**src/rtl/mul_schedule_gen_pkg.sv**
```systemverilog
// Shared types, defaults and beat-count helpers for the limb multiply schedule generator.
package mul_schedule_gen_pkg;

    localparam int unsigned FE_NLIMBS = 5;

    localparam logic [1:0] MUL_MODE_ROW = 2'd0;
    localparam logic [1:0] MUL_MODE_COL = 2'd1;
    localparam logic [1:0] MUL_MODE_SQR = 2'd2;
    localparam logic [1:0] MUL_MODE_RSV = 2'd3;

    // Beats in a full N x N product (ROW and COL orderings).
    function automatic int unsigned beats_full(input int unsigned n);
        return n * n;
    endfunction

    // Beats in a squaring schedule (upper triangle including diagonal).
    function automatic int unsigned beats_sqr(input int unsigned n);
        return (n * (n + 1)) / 2;
    endfunction

endpackage

```
**src/rtl/mul_schedule_gen_if.sv**
```systemverilog
// Beat stream from the schedule generator to the limb MAC datapath.
interface mul_schedule_gen_if
    import mul_schedule_gen_pkg::*;
#(
    parameter int unsigned IDX_W = $clog2(FE_NLIMBS),
    parameter int unsigned COL_W = $clog2(2 * FE_NLIMBS - 1)
);
    logic             o_valid;
    logic             o_ready;
    logic [IDX_W-1:0] i_out;
    logic [IDX_W-1:0] j_out;
    logic [COL_W-1:0] col_out;
    logic             dbl_out;
    logic             col_last;
    logic             o_last;

    modport master (
        output o_valid, i_out, j_out, col_out, dbl_out, col_last, o_last,
        input  o_ready
    );

    modport slave (
        input  o_valid, i_out, j_out, col_out, dbl_out, col_last, o_last,
        output o_ready
    );
endinterface

```
**src/rtl/mul_schedule_gen_step.sv**
```systemverilog
// Combinational successor function: given the current beat, produce the next beat
// and the column-end / final-beat flags that belong to that next beat.
module mul_schedule_gen_step
    import mul_schedule_gen_pkg::*;
#(
    parameter int unsigned NLIMBS = FE_NLIMBS,
    parameter int unsigned IDX_W  = $clog2(NLIMBS),
    parameter int unsigned COL_W  = $clog2(2 * NLIMBS - 1)
) (
    input  logic [1:0]       i_mode,
    input  logic [IDX_W-1:0] i_i,
    input  logic [IDX_W-1:0] i_j,
    input  logic [COL_W-1:0] i_col,
    output logic [IDX_W-1:0] o_i,
    output logic [IDX_W-1:0] o_j,
    output logic [COL_W-1:0] o_col,
    output logic             o_col_last,
    output logic             o_last
);
    localparam logic [IDX_W-1:0] IDX_MAX = IDX_W'(NLIMBS - 1);
    localparam logic [COL_W-1:0] COL_NM1 = COL_W'(NLIMBS - 1);
    localparam logic [COL_W-1:0] COL_MAX = COL_W'(2 * NLIMBS - 2);

    logic [COL_W-1:0] w_c1;
    logic [COL_W-1:0] w_lo;

    // True when (a, b) is the last beat of its row (ROW) or column (COL/SQR).
    function automatic logic col_end(input logic [1:0] m, input logic [IDX_W-1:0] a,
                                     input logic [IDX_W-1:0] b);
        case (m)
            MUL_MODE_ROW: return b == IDX_MAX;
            MUL_MODE_SQR: return (b == a) || (b == a + IDX_W'(1));
            default:      return (a == IDX_MAX) || (b == '0);
        endcase
    endfunction

    // Advance along the row, or step down the anti-diagonal and wrap to the next column.
    always_comb begin
        w_c1       = i_col + COL_W'(1);
        w_lo       = (w_c1 > COL_NM1) ? (w_c1 - COL_NM1) : '0;
        o_i        = i_i;
        o_j        = i_j;
        o_col      = i_col;
        o_col_last = 1'b0;
        o_last     = 1'b0;
        if (i_mode == MUL_MODE_ROW) begin
            if (i_j == IDX_MAX) begin
                o_i = i_i + IDX_W'(1);
                o_j = '0;
            end else begin
                o_j = i_j + IDX_W'(1);
            end
            o_col      = COL_W'(o_i) + COL_W'(o_j);
            o_col_last = col_end(i_mode, o_i, o_j);
            o_last     = o_col_last && (o_i == IDX_MAX);
        end else if (i_mode != MUL_MODE_RSV) begin
            if (col_end(i_mode, i_i, i_j)) begin
                o_col = w_c1;
                o_i   = IDX_W'(w_lo);
                o_j   = IDX_W'(w_c1 - w_lo);
            end else begin
                o_i = i_i + IDX_W'(1);
                o_j = i_j - IDX_W'(1);
            end
            o_col_last = col_end(i_mode, o_i, o_j);
            o_last     = (o_col == COL_MAX);
        end
    end

endmodule

```
**src/rtl/mul_schedule_gen.sv**
```systemverilog
// Schedule generator for schoolbook limb multiplication: FSM, beat registers, handshake.
module mul_schedule_gen
    import mul_schedule_gen_pkg::*;
#(
    parameter int unsigned NLIMBS = FE_NLIMBS,
    parameter int unsigned IDX_W  = $clog2(NLIMBS),
    parameter int unsigned COL_W  = $clog2(2 * NLIMBS - 1)
) (
    input  logic               clk,
    input  logic               rst_n,
    input  logic               start,
    input  logic [1:0]         mode,
    input  logic               abort,
    output logic               busy,
    output logic               done,
    output logic               err,
    mul_schedule_gen_if.master beat
);
    localparam logic [0:0] S_IDLE = 1'b0;
    localparam logic [0:0] S_RUN  = 1'b1;

    logic [0:0]       r_state;
    logic [0:0]       w_state_nxt;
    logic             w_load;
    logic             w_adv;
    logic             w_done_nxt;
    logic             w_err_nxt;
    logic [1:0]       r_mode;
    logic [IDX_W-1:0] r_i;
    logic [IDX_W-1:0] r_j;
    logic [COL_W-1:0] r_col;
    logic             r_dbl;
    logic             r_col_last;
    logic             r_last;
    logic             r_done;
    logic             r_err;
    logic [IDX_W-1:0] w_ni;
    logic [IDX_W-1:0] w_nj;
    logic [COL_W-1:0] w_ncol;
    logic             w_ncol_last;
    logic             w_nlast;

    mul_schedule_gen_step #(
        .NLIMBS (NLIMBS),
        .IDX_W  (IDX_W),
        .COL_W  (COL_W)
    ) u_step (
        .i_mode     (r_mode),
        .i_i        (r_i),
        .i_j        (r_j),
        .i_col      (r_col),
        .o_i        (w_ni),
        .o_j        (w_nj),
        .o_col      (w_ncol),
        .o_col_last (w_ncol_last),
        .o_last     (w_nlast)
    );

    // State register.
    always_ff @(posedge clk or negedge rst_n) begin
        if (!rst_n) r_state <= S_IDLE;
        else        r_state <= w_state_nxt;
    end

    // Next state and beat-register control; abort outranks both start and handshake.
    always_comb begin
        w_state_nxt = r_state;
        w_load      = 1'b0;
        w_adv       = 1'b0;
        w_done_nxt  = 1'b0;
        w_err_nxt   = 1'b0;
        case (r_state)
            S_IDLE: begin
                if (start && !abort) begin
                    if (mode == MUL_MODE_RSV) begin
                        w_err_nxt = 1'b1;
                    end else begin
                        w_state_nxt = S_RUN;
                        w_load      = 1'b1;
                    end
                end
            end
            S_RUN: begin
                if (abort) begin
                    w_state_nxt = S_IDLE;
                end else if (beat.o_ready) begin
                    if (r_last) begin
                        w_state_nxt = S_IDLE;
                        w_done_nxt  = 1'b1;
                    end else begin
                        w_adv = 1'b1;
                    end
                end
            end
            default: w_state_nxt = S_IDLE;
        endcase
    end

    // Beat registers: load beat (0,0) on start, advance on each accepted transfer.
    always_ff @(posedge clk or negedge rst_n) begin
        if (!rst_n) begin
            r_mode     <= MUL_MODE_ROW;
            r_i        <= '0;
            r_j        <= '0;
            r_col      <= '0;
            r_dbl      <= 1'b0;
            r_col_last <= 1'b0;
            r_last     <= 1'b0;
        end else if (w_load) begin
            r_mode     <= mode;
            r_i        <= '0;
            r_j        <= '0;
            r_col      <= '0;
            r_dbl      <= 1'b0;
            r_col_last <= (mode != MUL_MODE_ROW);
            r_last     <= 1'b0;
        end else if (w_adv) begin
            r_i        <= w_ni;
            r_j        <= w_nj;
            r_col      <= w_ncol;
            r_dbl      <= (r_mode == MUL_MODE_SQR) && (w_ni != w_nj);
            r_col_last <= w_ncol_last;
            r_last     <= w_nlast;
        end
    end

    // One-cycle completion and illegal-mode pulses.
    always_ff @(posedge clk or negedge rst_n) begin
        if (!rst_n) begin
            r_done <= 1'b0;
            r_err  <= 1'b0;
        end else begin
            r_done <= w_done_nxt;
            r_err  <= w_err_nxt;
        end
    end

    assign busy          = r_state;
    assign done          = r_done;
    assign err           = r_err;
    assign beat.o_valid  = r_state;
    assign beat.i_out    = r_i;
    assign beat.j_out    = r_j;
    assign beat.col_out  = r_col;
    assign beat.dbl_out  = r_dbl;
    assign beat.col_last = r_col_last;
    assign beat.o_last   = r_last;

endmodule
```
**src/flat_wrapper.sv**
```systemverilog
// flat-port wrapper written by rule: the top's interface ports become plain ports
module mul_schedule_gen_flat import mul_schedule_gen_pkg::*;
#(
    parameter int unsigned NLIMBS = FE_NLIMBS,
    parameter int unsigned IDX_W  = $clog2(NLIMBS),
    parameter int unsigned COL_W  = $clog2(2 * NLIMBS - 1)
)
  (clk, rst_n, start, mode, abort, busy, done, err, beat_o_valid, beat_i_out, beat_j_out, beat_col_out, beat_dbl_out, beat_col_last, beat_o_last, beat_o_ready);
  mul_schedule_gen_if #(.IDX_W(IDX_W), .COL_W(COL_W)) beat_i ();
  input  logic clk;
  input  logic rst_n;
  input  logic start;
  input  logic [1:0] mode;
  input  logic abort;
  output logic busy;
  output logic done;
  output logic err;
  output wire logic [$bits(beat_i.o_valid)-1:0] beat_o_valid;
  output wire logic [$bits(beat_i.i_out)-1:0] beat_i_out;
  output wire logic [$bits(beat_i.j_out)-1:0] beat_j_out;
  output wire logic [$bits(beat_i.col_out)-1:0] beat_col_out;
  output wire logic [$bits(beat_i.dbl_out)-1:0] beat_dbl_out;
  output wire logic [$bits(beat_i.col_last)-1:0] beat_col_last;
  output wire logic [$bits(beat_i.o_last)-1:0] beat_o_last;
  input wire logic [$bits(beat_i.o_ready)-1:0] beat_o_ready;
  assign beat_o_valid = beat_i.o_valid;
  assign beat_i_out = beat_i.i_out;
  assign beat_j_out = beat_i.j_out;
  assign beat_col_out = beat_i.col_out;
  assign beat_dbl_out = beat_i.dbl_out;
  assign beat_col_last = beat_i.col_last;
  assign beat_o_last = beat_i.o_last;
  assign beat_i.o_ready = beat_o_ready;
  mul_schedule_gen #(.NLIMBS(NLIMBS), .IDX_W(IDX_W), .COL_W(COL_W)) u_core (.clk(clk), .rst_n(rst_n), .start(start), .mode(mode), .abort(abort), .busy(busy), .done(done), .err(err), .beat(beat_i));
endmodule
```
**config.mk**
```make
export PLATFORM = sky130hd
export DESIGN_NAME = mul_schedule_gen_flat
export DESIGN_NICKNAME = d
export VERILOG_FILES = /design/src/rtl/mul_schedule_gen_pkg.sv /design/src/rtl/mul_schedule_gen_if.sv /design/src/rtl/mul_schedule_gen_step.sv /design/src/rtl/mul_schedule_gen.sv /design/src/flat_wrapper.sv
export SDC_FILE = /design/constraint.sdc
export NUM_CORES = 1
export LEC_CHECK = 0
export ABC_CLOCK_PERIOD_IN_PS = 3100
export CAP_MARGIN = 20
export CORE_MARGIN = 2
export CORE_UTILIZATION = 55
export DETAILED_ROUTE_END_ITERATION = 10
export HOLD_SLACK_MARGIN = 0.1
export PLACE_DENSITY = 0.83
export SYNTH_ARGS = -nofsm -noshare
export SYNTH_HDL_FRONTEND = slang
export SYNTH_SLANG_ARGS = --single-unit
```
**constraint.sdc**
```tcl
create_clock -name clk -period 3.1 [get_ports clk]
set_input_delay 0.93 -clock clk [delete_from_list [all_inputs] [get_ports clk]]
set_output_delay 0.93 -clock clk [all_outputs]
set_load 0.05 [all_outputs]
```
==> impl_metrics.json, run 1 <==
{
  "power_density_nw_per_um2": 900,
  "syn_area_sq_um": 1920,
  "gr-total-overflow": 0,
  "drt-initial-drc-count": 159,
  "first_pass_iters": 5,
  "ys_ff_latch": 18,
  "tritoncts": "done",
  "critical_path_class": "reg2reg",
  "peakVddDrop_uv": 367,
  "synth-seq-area-share": 0.235,
  "worst_slew_pin_slew_ps": 775,
  "routedWlPerCell_um": 16.0,
  "path_cells": "inv_1, ha_1, xnor2_1, and3_1, a211oi_4, buf_4, mux2i_4, ha_2, xor2_1, a31oi_1, nor4_1, a211oi_1, a211oi_1",
  "synth_flop_cell": "dfrtp_1",
  "r2r_slack_ps": 150,
  "min_period_ps": 2950,
  "synth_top_area_cell": "dfrtp_1",
  "whs_ps": 577,
  "max_stage_delay_ps": 410,
  "synth_common_cells": "nor2_1 (27), nand2_1 (25), dfrtp_1 (18)",
  "crit_path_frequent_cell": "a211oi_1",
  "start_util": 0.574,
  "slew_headroom": 0.481,
  "rows": 21,
  "grt_use_total": 0.285,
  "drv_cap": 0,
  "power_leakage_nw": 1.03,
  "multiInputGateArea_sq_um": 1360,
  "dpl.hpwl_um": 3920,
  "critPathMaxFanout": 3,
  "syn_inst": 246,
  "ios": 24,
  "slowest_stage": "dfrtp_2",
  "gp_congestion": 0.982,
  "grt_pass1_wl_um": 8940,
  "nets": 301,
  "grt_pass1_vias": 1906,
  "run_status": "finished clean",
  "antenna_cells": 0,
  "synthTopCellsByArea": "dfrtp_1 (24%), ha_1 (8.5%), xor2_1 (5.5%)",
  "syn-num-nets": 267,
  "path_clk_slew_ps": 130,
  "finalMaxSlewViolations": 0,
  "htree_levels": 1,
  "dr_total_vias": 1930,
  "dieArea_sq_um": 3970,
  "final-setup-viol-count": 0,
  "numCtsBuffers": 3,
  "core-area_sq_um": 3340,
  "final_layout_size_suffix_gt1_frac": 0.151,
  "die_w_um": 63.0,
  "synth_area_per_cell_sq_um": 7.79,
  "startpoint_type": "register",
  "hold_class": "reg2reg",
  "synthArstFlopShare": 1.00,
  "tns_ps": 0,
  "max-clock-path-buffers": 2,
  "insertion_delay_ps": 320,
  "antenna_found_initial": 0,
  "viasPerCell": 5.94,
  "fill_cells": 273,
  "skew_ps": 21.5,
  "endpoint_kind": "register",
  "max_freq_mhz": 340,
  "area_delta_synth_final_pct": 23.1,
  "cts_hold_buf": 0,
  "worst_ep_required_time_ps": 3350,
  "grt_start_max_net_pins": 19,
  "cts_sinks": 18,
  "yosys.area.top_type_share": 0.235,
  "synth_edf_count": 0,
  "cts_root_buffer": "clkbuf_4",
  "yosys_warnings": 0,
  "portBuffers": 23,
  "ys_types": 53,
  "arrival_ps": 3190,
  "finalHoldViolations": 0,
  "routed_wl_um": 5210,
  "post-route-period-util": 0.950,
  "die_y_um": 63.0,
  "yosysMostFrequentCell": "nor2_1",
  "regArea_sq_um": 452,
  "drtAntennaViolNets": 0,
  "route.detailed.drc": 0
}
[sequential cells by signal (all words and copies together), names as in the netlist]
name and flops:
u_core.beat.o_valid 1, u_core.beat.col_out 4, u_core.beat.col_last 1, u_core.beat.dbl_out 1
u_core.beat.i_out 3, u_core.err 1, u_core.r_mode 2, u_core.done 1
u_core.beat.j_out 3, u_core.beat.o_last 1
[metal layers]
| metal | vias to the layer above | GRT usage | part of all wire |
|---|---|---|---|
| met5 | - | 0 | 0 |
| met4 | 0 | 0.128 | 0.026 |
| met3 | 15 | 0.0505 | 0.082 |
| met2 | 94 | 0.457 | 0.47 |
| met1 | 902 | 0.375 | 0.42 |
| li1 | 919 | - | - |
[worst paths after layout]
kind | from | end | cells past startpoint
max | u_core.beat.i_out[0] | u_core.beat.col_last | 13
max reg2reg | u_core.beat.i_out[0] | u_core.beat.col_last | 13
max in group asynchronous | rst_n | u_core.beat.i_out[0] | 2
min | u_core.beat.o_last | u_core.beat.o_last | 2
min reg2reg | u_core.beat.o_last | u_core.beat.o_last | 2
min in group asynchronous | rst_n | u_core.beat.col_out[3] | 2
[what timing repair did]
action / 4_1_cts / 5_1_grt
buffers inserted: 0 / 5
hold endpoints to repair: 0 / 0
gates resized for setup: 0 / 9
setup endpoints to repair: 0 / 2
[logic make-up (layout without fill, tap and decap cells)]
family / after synthesis / in the layout / share of synthesized area
flops: 18 / 18 / 0.235
xor+xnor: 22 / 22 / 0.105
other cells: 2 / 2 / 0.00392
compound gates: 58 / 58 / 0.206
fa+ha+maj: 14 / 14 / 0.0954
simple gates: 97 / 97 / 0.242
buf+inv: 30 / 63 / 0.0803
mux: 5 / 5 / 0.0327
[where the power goes]
part	internal [mW]	total (mW)	switching [mW]
clock network	0.0719	0.158	0.0861
logic	0.672	1.63	0.954
registers	0.279	0.336	0.0575
total	1.02	2.12	1.10
[layout by cell type (no fill, tap or decap), types with 2 or more instances in the layout]
| master | netlist | routed |
|---|---|---|
| a21oi_1 | 12 | 12 |
| nor3b_1 | 3 | 3 |
| inv_1 | 13 | 13 |
| clkbuf_4 | 0 | 3 |
| xor2_1 | 12 | 11 |
| nor2b_1 | 2 | 2 |
| or2_2 | 2 | 2 |
| nand3_1 | 12 | 12 |
| buf_4 | 2 | 22 |
| a2bb2oi_1 | 3 | 3 |
| nand2_1 | 25 | 24 |
| a211oi_1 | 4 | 4 |
| nand2b_1 | 8 | 8 |
| nor2_1 | 27 | 27 |
| nand4_1 | 3 | 3 |
| xnor2_1 | 9 | 8 |
| o21ai_0 | 17 | 17 |
| dfrtp_1 | 18 | 17 |
| and3_1 | 2 | 2 |
| ha_2 | 0 | 2 |
| nor4_1 | 3 | 2 |
| a31oi_1 | 3 | 3 |
| mux2i_1 | 4 | 4 |
| clkdlybuf4s50_1 | 0 | 23 |
| a41oi_1 | 2 | 2 |
| conb_1 | 2 | 2 |
| xor2_2 | 1 | 2 |
| nor3_1 | 6 | 6 |
| ha_1 | 13 | 11 |
[critical path, delay by kind of cell (launching register included)]
family | cells | cell delay, ps
mux | 1 | 230
buf+inv | 2 | 260
simple gates | 2 | 520
flops | 1 | 410
fa+ha+maj | 2 | 510
xor+xnor | 2 | 290
compound gates | 4 | 680
[through the flow]
| step | setup WS [ps] | instance area, sq um | total power, mW | instances | utilization |
|---|---|---|---|---|---|
| after floorplan | 8.67 | 1920 | 1.45 | 246 | - |
| after global placement | 276 | 2240 | 1.77 | 316 | 0.672 |
| after detailed placement | 141 | 2240 | 1.81 | 316 | 0.672 |
| after CTS | 166 | 2280 | 1.97 | 320 | 0.683 |
| after global routing | -5.15 | 2360 | 2.27 | 325 | 0.706 |
| final | 155 | 2360 | 2.12 | 325 | 0.706 |
[final cells by class]
cell class | instances | share of cell area
clock buffer | 4 | 0.0154
inverter | 13 | 0.0207
multi-input combinational | 198 | 0.575
sequential | 18 | 0.192
tap | 46 | 0.0244
timing repair buffer | 46 | 0.173
No activity file was read; power rests on OpenSTA's default activity.
==> inputs of run 2 (changes only) <==
--- a/config.mk
+++ b/config.mk
@@ -5,13 +5,15 @@
 export SDC_FILE = /design/constraint.sdc
 export NUM_CORES = 1
 export LEC_CHECK = 0
+export ABC_AREA = 1
 export ABC_CLOCK_PERIOD_IN_PS = 3100
 export CAP_MARGIN = 20
 export CORE_MARGIN = 2
 export CORE_UTILIZATION = 55
 export DETAILED_ROUTE_END_ITERATION = 10
 export HOLD_SLACK_MARGIN = 0.1
-export PLACE_DENSITY = 0.83
+export PLACE_DENSITY = 0.84
+export REMOVE_ABC_BUFFERS = 1
 export SYNTH_ARGS = -nofsm -noshare
 export SYNTH_HDL_FRONTEND = slang
 export SYNTH_SLANG_ARGS = --single-unit
==> run 2 against run 1 <==
Compared with the run above: register-to-register slack improved by 180 ps; first-iteration DRC count fell by 25%; die area down 5.6%; synthesized cell count increased by 9.3%; sequential share of layout area is 2.8 points higher; utilization fell by 3.5 points; worst setup slack gained 180 ps; worst hold slack lost 69 ps; global-route usage down 1.5 points; final cell count increased by 2.2%; sequential cell count stayed put; largest cell class unchanged.
==> impl_metrics.json, run 2 <==
{
  "run_status": "finished clean",
  "die_y_um": 61.2,
  "cts_sinks": 18,
  "synth_common_cells": "nand2_1 (75), inv_1 (30), nand3_1 (29)",
  "start_util": 0.585,
  "pre_cts_ws_ps": 304,
  "gr-total-overflow": 0,
  "antenna_cells": 0,
  "area_delta_synth_final_pct": 14.7,
  "arrival_ps": 3000,
  "syn_inst": 269,
  "critPathTopFamily": "simple AND/OR/NAND/NOR gates",
  "drv_cap": 0,
  "die_w_um": 61.2,
  "drtAntennaViolNets": 0,
  "layout_commonest_cell": "nand2_1",
  "final-setup-viol-count": 0,
  "path_cells": "inv_2, ha_1, nand2_1, o211ai_2, nand2_4, nand2_1, nand2_2, inv_2, ha_1, inv_1, nand3_1, nand2_1, nand3_1, o21ai_1, nand2_1, nand2_1, nand2_1, a21oi_2",
  "p_comb_frac": 0.788,
  "max-clock-path-buffers": 2,
  "nets": 311,
  "routed_wl_um": 4430,
  "cts_root_buffer": "clkbuf_4",
  "post-route-period-util": 0.891,
  "routedWlPerCell_um": 13.3,
  "finalHoldViolations": 0,
  "worst_slack_ps": 338,
  "max_stage_delay_ps": 510,
  "fill_cells": 280,
  "synth-seq-area-share": 0.250,
  "antenna_found_initial": 0,
  "rows": 20,
  "drt-initial-drc-count": 119,
  "dieArea_sq_um": 3750,
  "finalMaxSlewViolations": 0,
  "layout_common_cells": "nand2_1 (75), inv_1 (30), nand3_1 (29)",
  "max_freq_mhz": 362,
  "slew_headroom": 0.475,
  "viasPerCell": 5.51,
  "htree_levels": 1,
  "tns_ps": 0,
  "synth_flop_cell": "dfrtp_1",
  "grt_pass1_vias": 1706,
  "pwr-share-seq": 0.163,
  "route.detailed.drc": 0,
  "endpoint_kind": "register",
  "first_pass_iters": 5,
  "gp_congestion": 0.976,
  "peakVddDrop_uv": 532,
  "ys_types": 35,
  "numCtsBuffers": 3,
  "crit_path_frequent_cell": "nand2_1",
  "fin_cells": 332,
  "postPlaceCellArea_sq_um": 2040,
  "yosysMostFrequentCell": "nand2_1",
  "regArea_sq_um": 453,
  "grt_pass1_wl_um": 7560,
  "skew_ps": 4.84,
  "dr_total_vias": 1828,
  "min_period_ps": 2760,
  "power_density_nw_per_um2": 1150,
  "tritoncts": "done",
  "synth_area_per_cell_sq_um": 6.70,
  "ys_ff_latch": 18,
  "grt_use_total": 0.271,
  "synth_edf_count": 0,
  "hold_class": "reg2reg",
  "multiInputGateArea_sq_um": 1170,
  "yosys_warnings": 0,
  "synthTopCellsByArea": "dfrtp_1 (25%), nand2_1 (16%), ha_1 (9.0%)",
  "whs_ps": 509,
  "startpoint_type": "register",
  "path_clk_slew_ps": 100,
  "power_switching_mw": 1.39,
  "synthArstFlopShare": 1.00,
  "core-area_sq_um": 3080,
  "crit_buf_inv": 3,
  "power_leakage_nw": 1.07,
  "p_int_uw": 982,
  "dpl.hpwl_um": 3550,
  "syn_area_sq_um": 1800,
  "switching_share": 0.586,
  "portBuffers": 23,
  "grt_start_max_net_pins": 19,
  "worst_ep_required_time_ps": 3340,
  "rsz0062_at_grt": "no",
  "slowest_stage": "dfrtp_1",
  "cts_hold_buf": 0,
  "p_clk_frac": 0.049,
  "critical_path_class": "reg2reg",
  "place_inst": 329,
  "synth_top_area_cell": "dfrtp_1",
  "critPathMaxFanout": 16,
  "yosys.area.top_type_share": 0.250,
  "insertion_delay_ps": 300,
  "worst_slew_pin_slew_ps": 785,
  "final_layout_size_suffix_gt1_frac": 0.101,
  "largest_register_ffs": 4,
  "ios": 24,
  "fin_area_sq_um": 2070
}
==> run 2: path summary, 6_finish.rpt <==
path	from	end	slack (ps)	depth (start not counted)
worst min register to register	u_core.beat.dbl_out	u_core.beat.dbl_out	510	2
min in group asynchronous	rst_n	u_core.err	1080	1
worst min-delay path	u_core.beat.dbl_out	u_core.beat.dbl_out	510	2
worst max-delay path	u_core.beat.j_out[0]	u_core.beat.col_last	340	18
max in group asynchronous	rst_n	u_core.beat.i_out[1]	1480	1
worst max register to register	u_core.beat.j_out[0]	u_core.beat.col_last	340	18
==> run 2: cell type report <==
cell class,instances,share of cell area
Inverter,36,0.0654
Tap cell,44,0.0267
Sequential cell,18,0.219
Timing Repair Buffer,23,0.111
Multi-Input combinational cell,208,0.566
Clock buffer,3,0.0109
==> run 2: worst register-to-register path: cells and delay by family (launching register included) <==
family                     cells  cell delay, ps
AOI/OAI and AO/OA              3             490
DFF                            1             510
and+or+nand+nor               10             930
buffers and inverters          3             250
adders and majority gates      2             510
==> run 2: repair_timing <==
action	CTS	global route
gates resized for setup	0	3
setup endpoints to repair	0	1
setup buffers	0	0
==> run 2: cell families (layout without fill, tap and decap cells) <==
kind of cell    Yosys count  count (layout)  share of synthesized area
other cells               2               2                    0.00417
fa+ha+maj                14              14                      0.101
simple gates            143             143                      0.349
compound gates           40              40                      0.145
flops                    18              18                      0.250
buf+inv                  43              62                      0.103
mux                       1               1                    0.00833
xor+xnor                  8               8                     0.0389
==> run 2: through the flow <==
| stage | power [mW] | utilization |
|---|---|---|
| floorplan | 1.78 | - |
| global route | 2.62 | 0.671 |
| CTS | 2.33 | 0.669 |
| global placement | 2.18 | 0.661 |
| detailed placement | 2.21 | 0.661 |
| finish | 2.37 | 0.671 |
==> run 2: power groups by stage <==
stage	Clock, mW	Sequential, mW	Combinational (mW)
2_1_floorplan	0	0.556	1.22
3_3_place_gp	0	0.387	1.80
3_5_place_dp	0	0.386	1.82
4_1_cts	0.117	0.383	1.83
5_1_grt	0.127	0.398	2.09
6_report	0.116	0.386	1.87
==> run 2: layer usage <==
layer  up-vias  global-route usage  part of all wire
met1       846               0.382              0.45
met2        62               0.430              0.46
met3         7              0.0378             0.073
met5         -                   0                 0
li1        913                   -                 -
met4         0              0.0870             0.013
==> inputs of run 3 (changes only) <==
--- a/config.mk
+++ b/config.mk
@@ -12,6 +12,7 @@
 export CORE_UTILIZATION = 55
 export DETAILED_ROUTE_END_ITERATION = 10
 export HOLD_SLACK_MARGIN = 0.1
+export MAX_ROUTING_LAYER = met4
 export PLACE_DENSITY = 0.84
 export REMOVE_ABC_BUFFERS = 1
 export SYNTH_ARGS = -nofsm -noshare
==> run 3 against run 2 <==
Compared with the run above: worst setup slack better by 7.8 ps; cell area is 0.67% higher; die area stayed put; register-to-register slack hardly changed; sequential cell count stayed put; highest routed layer unchanged; sequential share of layout area is 0.21 points lower.
==> impl_metrics.json, run 3 (synthesis results as in run 2) <==
{
  "min-delay-start": "u_core.beat.dbl_out",
  "postPlaceCellArea_sq_um": 2040,
  "max_stage_delay_ps": 530,
  "viasPerCell": 5.39,
  "crit_buf_inv": 3,
  "numCtsBuffers": 3,
  "grt_pass1_vias": 1629,
  "finalMaxSlewViolations": 0,
  "die_w_um": 61.2,
  "portBuffers": 23,
  "slowest_stage": "dfrtp_1",
  "peakVddDrop_uv": 494,
  "max-clock-path-buffers": 2,
  "rows": 20,
  "tns_ps": 0,
  "startpoint_type": "register",
  "routed_wl_um": 4540,
  "p_int_uw": 990,
  "rsz0062_at_grt": "no",
  "layout_common_cells": "nand2_1 (75), inv_1 (30), nand3_1 (29)",
  "post-route-util": 0.676,
  "pwr-share-seq": 0.164,
  "holdPathStages": 2,
  "power_leakage_nw": 1.08,
  "slew_headroom": 0.474,
  "ios": 24,
  "endpoint_kind": "register",
  "arrival_ps": 3000,
  "switching_share": 0.583,
  "drtAntennaViolNets": 0,
  "cts_root_buffer": "clkbuf_4",
  "antenna_cells": 0,
  "layout_commonest_cell": "nand2_1",
  "drv_cap": 0,
  "finalHoldViolations": 0,
  "antenna_found_initial": 0,
  "grt_use_total": 0.287,
  "grt_pass1_wl_um": 7680,
  "path_clk_slew_ps": 100,
  "min_period_ps": 2750,
  "routedWlPerCell_um": 13.6,
  "drt-initial-drc-count": 144,
  "p_clk_frac": 0.050,
  "fin_area_sq_um": 2080,
  "timing.rr.end": "u_core.beat.col_last",
  "grt_start_max_net_pins": 19,
  "power_switching_mw": 1.39,
  "critPathTopFamily": "simple AND/OR/NAND/NOR gates",
  "critPathMaxFanout": 16,
  "final_layout_size_suffix_gt1_frac": 0.103,
  "rr_worst_depth": 18,
  "cts_sinks": 18,
  "final-setup-viol-count": 0,
  "insertion_delay_ps": 300,
  "r2r_start": "u_core.beat.j_out[0]",
  "largest_register_ffs": 4,
  "power_density_nw_per_um2": 1140,
  "path_cells": "inv_2, ha_1, nand2_1, o211ai_2, nand2_4, nand2_1, nand2_2, inv_2, ha_1, inv_1, nand3_1, nand2_1, nand3_1, o21ai_1, nand2_1, nand2_1, nand2_1, a21oi_2",
  "area_delta_synth_final_pct": 15.4,
  "critical_path_class": "reg2reg",
  "whs_ps": 488,
  "crit_path_frequent_cell": "nand2_1",
  "dr_total_vias": 1801,
  "dieArea_sq_um": 3750,
  "skew_ps": 3.63,
  "first_pass_iters": 4,
  "htree_levels": 1,
  "tritoncts": "done",
  "core-area_sq_um": 3080,
  "r2r_slack_ps": 350,
  "dpl.hpwl_um": 3640,
  "post-route-period-util": 0.888,
  "pre_cts_ws_ps": 297,
  "route.detailed.drc": 0,
  "worst_ep_required_time_ps": 3340,
  "hold_end": "u_core.beat.dbl_out",
  "run_status": "finished clean",
  "gp_congestion": 0.975,
  "worst_slack_ps": 346,
  "die_y_um": 61.2,
  "nets": 313,
  "p_comb_frac": 0.787,
  "fill_cells": 302,
  "start_util": 0.585,
  "gr-total-overflow": 0,
  "max_freq_mhz": 363,
  "worst_slew_pin_slew_ps": 787,
  "hold_class": "reg2reg"
}
## run 3: layout make-up
| type | instances | area, sq um | area share |
|---|---|---|---|
| flip-flops and latches | 18 | 452 | 0.217 |
| well taps | 44 | 55.1 | 0.0265 |
| repair buffers | 25 | 245 | 0.118 |
| clock buffers | 3 | 22.5 | 0.0108 |
| inverters | 36 | 135 | 0.0650 |
| multi-input cells | 208 | 1170 | 0.563 |
## run 3: how the worst max path moves through the flow
stage                     depth (start not counted)            startpoint  slack (ps)                   end
after CTS                                        22  u_core.beat.i_out[0]         270  u_core.beat.col_last
final                                            18  u_core.beat.j_out[0]         350  u_core.beat.col_last
after floorplan                                  22  u_core.beat.i_out[0]         210  u_core.beat.col_last
after global routing                             21  u_core.beat.i_out[0]           4  u_core.beat.col_last
after global placement                           22  u_core.beat.i_out[0]         380  u_core.beat.col_last
after detailed placement                         22  u_core.beat.i_out[0]         300  u_core.beat.col_last
## run 3: power groups by stage
stage / sequential [mW] / combinational, mW / clock [mW]
after floorplan: 0.556 / 1.22 / 0
after global placement: 0.387 / 1.81 / 0
after detailed placement: 0.390 / 1.83 / 0
after CTS: 0.386 / 1.84 / 0.119
after global routing: 0.399 / 2.09 / 0.125
final: 0.389 / 1.87 / 0.118
## run 3: timing repair
item / 4_1_cts / 5_1_grt
hold buffers: 0 / 0
gates resized for setup: 0 / 2
setup buffers: 0 / 1
setup endpoints to repair: 0 / 1
## run 3: stage by stage
stage	std cells	power (mW)
after floorplan	262	1.78
after global placement	330	2.20
after detailed placement	330	2.22
after CTS	333	2.35
after global routing	334	2.62
final	334	2.38
## run 3: worst min-delay path: stages (launching register included)
cell	delay [ps]
dfrtp_1	350
nand2_1	50
nand2_1	60
## run 3: per-layer routing
layer | vias up | part of all wire | global-route usage | wire length, um
li1 | 919 | - | - | -
met1 | 819 | 0.47 | 0.413 | 2140
met2 | 56 | 0.45 | 0.432 | 2060
met3 | 7 | 0.057 | 0.0126 | 257
met4 | 0 | 0.017 | 0.0963 | 75
met5 | - | 0 | - | 0
